### src/rtl/traffic_pkg.sv
`default_nettype none
// +----------------------------------------------------------------------------+
// | traffic_pkg : phase encoding, lamp one-hot codes and default phase timings  |
// | for traffic_phase_ctrl. The WALK phase exists only when PED_WALK_EN is set. |
// | Revision 1.0                                                                |
// +----------------------------------------------------------------------------+
package traffic_pkg;

`ifdef PED_WALK_EN
  typedef enum logic [2:0] {
    NS_G = 3'd0,
    NS_Y = 3'd1,
    AR1  = 3'd2,
    EW_G = 3'd3,
    EW_Y = 3'd4,
    AR2  = 3'd5,
    WALK = 3'd6
  } phase_e;
`else
  typedef enum logic [2:0] {
    NS_G = 3'd0,
    NS_Y = 3'd1,
    AR1  = 3'd2,
    EW_G = 3'd3,
    EW_Y = 3'd4,
    AR2  = 3'd5
  } phase_e;
`endif

  // Lamp vectors are {red, yellow, green}
  localparam logic [2:0] c_LIGHT_RED    = 3'b100;
  localparam logic [2:0] c_LIGHT_YELLOW = 3'b010;
  localparam logic [2:0] c_LIGHT_GREEN  = 3'b001;

  localparam int c_DEF_GREEN_TIME  = 29;
  localparam int c_DEF_YELLOW_TIME = 4;
  localparam int c_DEF_RED_TIME    = 2;
  localparam int c_DEF_WALK_TIME   = 10;
  localparam int c_DEF_CNT_W       = 8;

endpackage
`default_nettype wire

### src/rtl/phase_timer.sv
`default_nettype none
// +----------------------------------------------------------------------------+
// | phase_timer : tick-enabled phase counter with synchronous clear and a      |
// | terminal-count strobe raised on the tick that completes the phase.         |
// | Revision 1.0                                                                |
// +----------------------------------------------------------------------------+
module phase_timer
#(
  parameter int CNT_W = 8
) (
  input  logic             clk,
  input  logic             rst_n,
  input  logic             clr_i,
  input  logic             inc_i,
  input  logic [CNT_W-1:0] last_i,
  output logic             done_o
);

  logic [CNT_W-1:0] cnt_q;
  logic [CNT_W-1:0] cnt_d;

  always_comb begin
    cnt_d = cnt_q;
    if (clr_i) begin
      cnt_d = '0;
    end else if (inc_i) begin
      cnt_d = cnt_q + CNT_W'(1);
    end
  end

  always_ff @(posedge clk or negedge rst_n) begin
    if (!rst_n) begin
      cnt_q <= '0;
    end else begin
      cnt_q <= cnt_d;
    end
  end

  // last_i holds duration-1, so the phase spans exactly `duration` ticks
  assign done_o = inc_i && (cnt_q == last_i);

endmodule
`default_nettype wire

### src/rtl/traffic_phase_ctrl.sv
`default_nettype none
// +----------------------------------------------------------------------------+
// | traffic_phase_ctrl : two-road signal sequencer with all-red clearance and  |
// | an optional pedestrian WALK phase enabled by the PED_WALK_EN macro.        |
// | Revision 1.0                                                                |
// +----------------------------------------------------------------------------+
module traffic_phase_ctrl
  import traffic_pkg::*;
#(
  parameter int GREEN_TIME  = c_DEF_GREEN_TIME,
  parameter int YELLOW_TIME = c_DEF_YELLOW_TIME,
  parameter int RED_TIME    = c_DEF_RED_TIME,
  parameter int WALK_TIME   = c_DEF_WALK_TIME,
  parameter int CNT_W       = c_DEF_CNT_W
) (
  input  logic       clk,
  input  logic       rst_n,
  input  logic       tick,
  input  logic       en,
  input  logic       ped_req,
  output logic [2:0] ns_light,
  output logic [2:0] ew_light,
  output logic       walk,
  output logic       ped_ack,
  output logic [2:0] phase
);

  localparam logic [CNT_W-1:0] c_GREEN_LAST  = CNT_W'(GREEN_TIME - 1);
  localparam logic [CNT_W-1:0] c_YELLOW_LAST = CNT_W'(YELLOW_TIME - 1);
  localparam logic [CNT_W-1:0] c_RED_LAST    = CNT_W'(RED_TIME - 1);
`ifdef PED_WALK_EN
  localparam logic [CNT_W-1:0] c_WALK_LAST   = CNT_W'(WALK_TIME - 1);
`endif

  phase_e           state_q;
  phase_e           state_d;
  logic [CNT_W-1:0] w_last;
  logic             w_adv;
  logic             w_done;

  assign w_adv = tick & en;

  always_comb begin
    w_last = c_RED_LAST;
    case (state_q)
      NS_G, EW_G: w_last = c_GREEN_LAST;
      NS_Y, EW_Y: w_last = c_YELLOW_LAST;
      AR1, AR2:   w_last = c_RED_LAST;
`ifdef PED_WALK_EN
      WALK:       w_last = c_WALK_LAST;
`endif
      default:    w_last = c_RED_LAST;
    endcase
  end

  // Every phase exits on its terminal tick, so done doubles as the timer clear
  phase_timer #(
    .CNT_W (CNT_W)
  ) u_phase_timer (
    .clk    (clk),
    .rst_n  (rst_n),
    .clr_i  (w_done),
    .inc_i  (w_adv),
    .last_i (w_last),
    .done_o (w_done)
  );

`ifdef PED_WALK_EN
  logic ped_pend_q;
  logic ped_pend_d;
  logic ped_ack_q;
  logic ped_ack_d;
  logic w_go_walk;
  logic w_walk_entry;

  // A press landing on the AR2 exit cycle joins the walk it triggers
  assign w_go_walk = ped_pend_q | ped_req;
`endif

  always_comb begin
    state_d = state_q;
    if (w_done) begin
      case (state_q)
        NS_G:    state_d = NS_Y;
        NS_Y:    state_d = AR1;
        AR1:     state_d = EW_G;
        EW_G:    state_d = EW_Y;
        EW_Y:    state_d = AR2;
`ifdef PED_WALK_EN
        AR2:     state_d = w_go_walk ? WALK : NS_G;
        WALK:    state_d = NS_G;
`else
        AR2:     state_d = NS_G;
`endif
        default: state_d = NS_G;
      endcase
    end
  end

  always_ff @(posedge clk or negedge rst_n) begin
    if (!rst_n) begin
      state_q <= NS_G;
    end else begin
      state_q <= state_d;
    end
  end

`ifdef PED_WALK_EN
  always_comb begin
    w_walk_entry = (state_q == AR2) && (state_d == WALK);
    ped_ack_d    = w_walk_entry;
    ped_pend_d   = ped_pend_q;
    if (w_walk_entry) begin
      ped_pend_d = 1'b0;
    end else if (ped_req && (state_q != WALK)) begin
      ped_pend_d = 1'b1;
    end
  end

  always_ff @(posedge clk or negedge rst_n) begin
    if (!rst_n) begin
      ped_pend_q <= 1'b0;
      ped_ack_q  <= 1'b0;
    end else begin
      ped_pend_q <= ped_pend_d;
      ped_ack_q  <= ped_ack_d;
    end
  end

  assign walk    = (state_q == WALK);
  assign ped_ack = ped_ack_q;
`else
  assign walk    = 1'b0;
  assign ped_ack = 1'b0;
`endif

  // Lamps decode from the state register only; red is the safe default
  always_comb begin
    ns_light = c_LIGHT_RED;
    ew_light = c_LIGHT_RED;
    case (state_q)
      NS_G:    ns_light = c_LIGHT_GREEN;
      NS_Y:    ns_light = c_LIGHT_YELLOW;
      EW_G:    ew_light = c_LIGHT_GREEN;
      EW_Y:    ew_light = c_LIGHT_YELLOW;
      default: begin
        ns_light = c_LIGHT_RED;
        ew_light = c_LIGHT_RED;
      end
    endcase
  end

  assign phase = state_q;

endmodule
`default_nettype wire

### config.mk
export PLATFORM = sky130hd
export DESIGN_NAME = traffic_phase_ctrl
export DESIGN_NICKNAME = d
export VERILOG_FILES = /design/src/rtl/traffic_pkg.sv /design/src/rtl/phase_timer.sv /design/src/rtl/traffic_phase_ctrl.sv
export SDC_FILE = /design/constraint.sdc
export NUM_CORES = 1
export LEC_CHECK = 0
export CORE_ASPECT_RATIO = 0.75
export CORE_MARGIN = 2
export CORE_UTILIZATION = 40
export CTS_CLUSTER_SIZE = 20
export DETAILED_ROUTE_END_ITERATION = 12
export PLACE_DENSITY = 0.65
export SYNTH_ARGS = -nofsm -noshare
export SYNTH_HDL_FRONTEND = slang
export SYNTH_HIERARCHICAL = 1
export SYNTH_SLANG_ARGS = --single-unit
### constraint.sdc
create_clock -name clk -period 3.05 [get_ports clk]
set_clock_uncertainty 0.2 [all_clocks]
set_input_delay 0.915 -clock clk [delete_from_list [all_inputs] [get_ports clk]]
set_output_delay 0.915 -clock clk [all_outputs]
set_load 0.01 [all_outputs]
After elaboration in Yosys (flattened, before gate mapping)

Cells that the tools add are included.

Add/subtract/negate cells: 1
Eq/ne operators: 5
Mux-type cells: 6
Bitwise logic cells: 1
Reductions and logical operators: 5

Operators by type and width:

| kind                | count |
|---|---|
| $mux 8              | 2 |
| $pmux 3 s5          | 1 |
| $pmux 3 s2          | 2 |
| $pmux 5 s2          | 1 |
| $add 8x1->8 const B | 1 |
| $eq 8x5->1          | 1 |
| $eq 3x2->1 const B  | 2 |
| $reduce_or 2->1     | 2 |
| $eq 3x1->1 const B  | 1 |
| $eq 3x3->1 const B  | 1 |
| $logic_not 3->1     | 1 |
| $reduce_bool 2->1   | 1 |
| $and 1x1->1         | 1 |
| $logic_and 1x1->1   | 1 |

Register bits: 11
Output and inout bits: 11
Logic and storage cells: 20

Longest topological paths before layout

Depth in word-level cells: 6
Mapped depth: 10

Hierarchy

The synthesis kept the hierarchy.

By module, submodules not included:

| module             | times used | cells each | area an instance (um^2) | seq. area each (um^2) |
|---|---|---|---|---|
| phase_timer        | 1          | 49         | 476.7                   | 200.2 |
| traffic_phase_ctrl | 1          | 33         | 275.3                   | 75.1 |

Worst setup path before layout

No wires, ideal clock.

Path kind: reg2reg
From: reg state_q[0] (netlist: phase[0])
To: reg u_phase_timer.cnt_q[7]
Library setup time: 0.077 ns
Arrival: 2.788 ns
Required time: 2.773 ns
Setup slack: -0.016 ns
Stages on the path, launching flop included: 11
Clock period less this slack: 3.066 ns
Cell sequence: dfrtp_1 > buf_4 > or2_1 > a21oi_1 > xnor2_1 > nand4_1 > nor3_1 > buf_4 > o211ai_1 > or4_1 > a21oi_1

Cells in the longest elaborated chain, start to end: 6

RTL lines:

| item                                               | RTL line                  | text |
|---|---|---|
| from (decl)                                        | traffic_phase_ctrl.sv:35  | `phase_e state_q;` |
| from (signal assigned)                             | traffic_phase_ctrl.sv:104 | `state_q <= state_d;` |
| $eq 3x3->1 (tied with other cells)                 | traffic_phase_ctrl.sv:45  | `case (state_q)` |
| $reduce_or 2->1                                    | traffic_phase_ctrl.sv:45  |  |
| $pmux 5 s2 (*)                                     | traffic_phase_ctrl.sv:45  |  |
| via w_last[2]                                      | traffic_phase_ctrl.sv:37  | `logic [CNT_W-1:0] w_last;` |
| $eq 8x5->1 (*)                                     | phase_timer.sv:40         | `assign done_o = inc_i && (cnt_q == last_i);` |
| $logic_and 1x1->1 (*)                              | phase_timer.sv:40         |  |
| via w_done                                         | traffic_phase_ctrl.sv:39  | `logic w_done;` |
| $mux 8 / $reduce_bool 2->1 (equally long branches) | --                        |  |
| to (signal assigned)                               | phase_timer.sv:35         | `cnt_q <= cnt_d;` |
| to (decl)                                          | phase_timer.sv:19         | `logic [CNT_W-1:0] cnt_q;` |

Mark *: on every way through the listed nets, which the timed path passes. The rest lies on a longest branch.
A chain may end at the register's enable or synchronous reset.

Final worst setup path

From: reg state_q[0] (netlist: phase[0])
To: out ew_light[2]

Cells in the longest elaborated chain, start to end: 2

RTL lines:

| item                                            | RTL line                  | text |
|---|---|---|
| $eq 3x3->1 / $eq 3x2->1 (equally long branches) | traffic_phase_ctrl.sv:141 | `case (state_q)` |
| $pmux 3 s2 (*)                                  | traffic_phase_ctrl.sv:141 |  |
| to (decl)                                       | traffic_phase_ctrl.sv:22  | `output logic [2:0] ew_light,` |

Every way passes the cells marked *; elsewhere a longest branch is shown, timed or not.

==> impl_metrics.yaml <==
power_and_ir_drop:
  switchingPower_uw: 236
  power.leakage_uw: 0.000355
  vdd_drop_max_mv: 0.352
  swShare_pct: 38.7
  pwr-share-seq_pct: 44.1
  p_int_uw: 374
  power_density_nw_per_um2: 673
  p_clk_share_pct: 16.8
  p_comb_share_pct: 39.1
sta:
  worstMarginPinSlew_ns: 0.522
  finalCriticalPeriod_ns: 2.83
  setup_viol_count_final: 0
  whs_ns: 0.374
  slew-limit-headroom_pct: 65.1
  fin_setup_tns_ns: 0
  max_freq_mhz: 353
  rsz0062_at_grt: "false"
  slew_violations: 0
  finalHoldViolations: 0
  period_share_pct: 92.8
final_layout:
  area_growth_syn_to_layout_pct: 20.5
  layout-drive-gt1-share_pct: 12.4
  fin_cells: 119
  antennaDiodeCount: 0
  layout.nets: 104
logic_synthesis:
  synth_area_um2: 752
  synth_top_area_share_pct: 36.6
  synth_cell_types: 33
  synth_top_area_cell: "dfrtp_1"
  synth-main-ff-cell: "dfrtp_1"
  ys_seq_area_share_pct: 36.6
  synth_area_leaders: "dfrtp_1 37%, xnor2_1 12%, buf_4 6.0%"
  syn-instance-count: 82
  synth_edf_count: 0
  async_flop_share_pct: 100
  synth_seq_cells: 11
  ys_warn_count: 6
  syn_avg_cell_area_um2: 9.17
global_route:
  grt_pass1_wl_um: 2400
  grt_overflow: 0
  antenna_found_initial: 0
  grt_max_degree: 15
  track_usage_pct: 14.8
  grt_pass1_vias: 522
floorplan:
  die_y_um: 41.6
  die_w_um: 54.1
  core_area_um2: 1760
  fp.dieArea_um2: 2250
  start_util_pct: 42.8
  row_count: 13
  ios: 16
detailed_routing:
  finalWirelength_um: 1400
  drc: 0
  dr.first_iter.drc_count: 3
  ant_nets: 0
  drtPass1Iterations: 3
  dr_total_vias: 598
  wl_per_cell_um: 11.7
  viasPerCell: 5.03
critical_path:
  rr_startpoint: "phase[0]"
  slowest_delay_ns: 0.54
  critPathLaunchType: "flip-flop"
  end_kind: "primary output"
  rrSetupSlack_ns: 0.30
  slowest_stage: "clkdlybuf4s50_1"
  crit_path_max_fanout: 13
  worstReg2RegEnd: "u_phase_timer/cnt_q[7]"
  crit_buf_inv: 1
  rr_worst_depth: 8
  path_cells: "and3b_1 > nor2_1 > clkdlybuf4s50_1"
  cp.arrival_ns: 1.72
  worst_ep_required_time_ns: 1.93
  setup.worst_path.class: "flip-flop to primary output"
  crit_family: "buffers and inverters"
clock_network:
  cts_sinks: 11
  cts_resized: 0
  cts_hold_buf: 0
  post-cts-setup-buffers: 0
  path_clk_slew_ns: 0.08
  h-tree-depth: 1
  cts_tree: "done"
  clk_latency_ns: 0.28
  cts_root_buf: "clkbuf_4"
  cts_buffers: 3
  ctsLongestPathBuffers: 2
job:
  maxCapViolCount: 0
placed_design:
  dp_hpwl_um: 1040
  routabilityCongestion: 0.752
  dp_cells: 115
  io_buffers: 12
worst_hold_path:
  hold_class: "flip-flop to flip-flop"
  whs_path_depth: 2
  hold_path_end: "u_phase_timer/cnt_q[7]"
  worstHoldStart: "u_phase_timer/cnt_q[7]"
outcome:
  outcome: "complete, no violations"
-- cells in the final DEF, fill, tap and decap left out, drive strengths merged, types with 2 or more instances in the layout --
| master | netlist | layout |
|---|---|---|
| xor2 | 3 | 3 |
| conb | 1 | 5 |
| nand4 | 3 | 3 |
| or2 | 2 | 2 |
| nand2b | 2 | 2 |
| o21ai | 4 | 4 |
| nand2 | 6 | 6 |
| dfrtp | 11 | 11 |
| xnor2 | 10 | 10 |
| nand3 | 2 | 2 |
| buf | 7 | 2 |
| clkbuf | 0 | 3 |
| a21oi | 4 | 4 |
| and2 | 2 | 2 |
| or3 | 2 | 2 |
| nor2 | 9 | 9 |
| inv | 2 | 2 |
| clkdlybuf4s50 | 0 | 12 |
-- Yosys cell counts, types with 2 or more instances --
cell type	number
a21oi_1	4
nand2_1	6
dfrtp_1	11
inv_1	2
buf_4	6
xnor2_1	10
and2_1	2
nor2_1	9
xor2_1	3
nand4_1	3
nand2b_1	2
o21ai_0	3
-- worst reg2reg max path, stage by stage, from the launching register on --
cell      delay, ns
dfrtp_1        0.52
or2_1          0.28
a21oi_1        0.34
xnor2_1        0.17
nand4_1        0.13
nor3_2         0.19
o211ai_1       0.18
or4_1          0.50
a21oi_1        0.15
-- power groups by stage --
stage / combinational [µW] / sequential (µW) / clock [µW]
2_1_floorplan: 199 / 245 / 0
3_3_place_gp: 234 / 268 / 0
3_5_place_dp: 241 / 272 / 0
4_1_cts: 243 / 269 / 108
5_1_grt: 265 / 279 / 112
6_report: 238 / 269 / 102
-- kinds of logic after synthesis --
group                      Yosys count  share of synthesized area, %
AOI/OAI and AO/OA                   13                          11.5
DFF                                 11                          36.6
adders and majority gates            1                          1.66
other                                1                         0.499
muxes                                1                          1.33
and+or+nand+nor                     33                          24.8
buffers and inverters                9                          8.49
xor gates and xnor gates            13                          15.1
-- registers in the layout, summed over array words and instances (netlist names) --
signal / count
u_phase_timer/cnt_q: 8
phase: 3
-- final cells by class --
cell class | count | area [µm²]
Fill cell | 174 | 851
Multi-Input combinational cell | 66 | 433
Clock inverter | 1 | 5.00
Sequential cell | 11 | 275
Timing Repair Buffer | 14 | 135
Inverter | 2 | 7.51
Tap cell | 22 | 27.5
Clock buffer | 3 | 22.5
-- stage by stage --
stage / setup slack (ns) / utilization (%) / cell area [µm²] / total power [µW]
after floorplan: 0.145 / - / 772 / 445
after detailed placement: 0.227 / 50.0 / 878 / 513
after global routing: 0.0670 / 51.6 / 906 / 656
after global placement: 0.267 / 50.0 / 878 / 502
final: 0.219 / 51.6 / 906 / 610
after CTS: 0.193 / 51.6 / 906 / 619
-- how the worst max path moves through the flow --
stage	start	endpoint	slack [ns]	cells past startpoint
floorplan	phase[0]	u_phase_timer/cnt_q[7]	0.15	10
global placement	tick	u_phase_timer/cnt_q[7]	0.27	7
detailed placement	tick	u_phase_timer/cnt_q[7]	0.23	7
CTS	phase[0]	ew_light[2]	0.19	3
global route	phase[0]	u_phase_timer/cnt_q[7]	0.07	8
finish	phase[0]	ew_light[2]	0.22	3
-- per-layer routing --
metal | vias up | track usage, % | routed length, µm
met1 | 283 | 22.0 | 721
met3 | 2 | 6.47 | 71
met4 | 0 | 4.50 | 12
li1 | 303 | - | -
met2 | 10 | 19.0 | 591
met5 | - | 0 | 0
(Power assumes the default switching activity.)
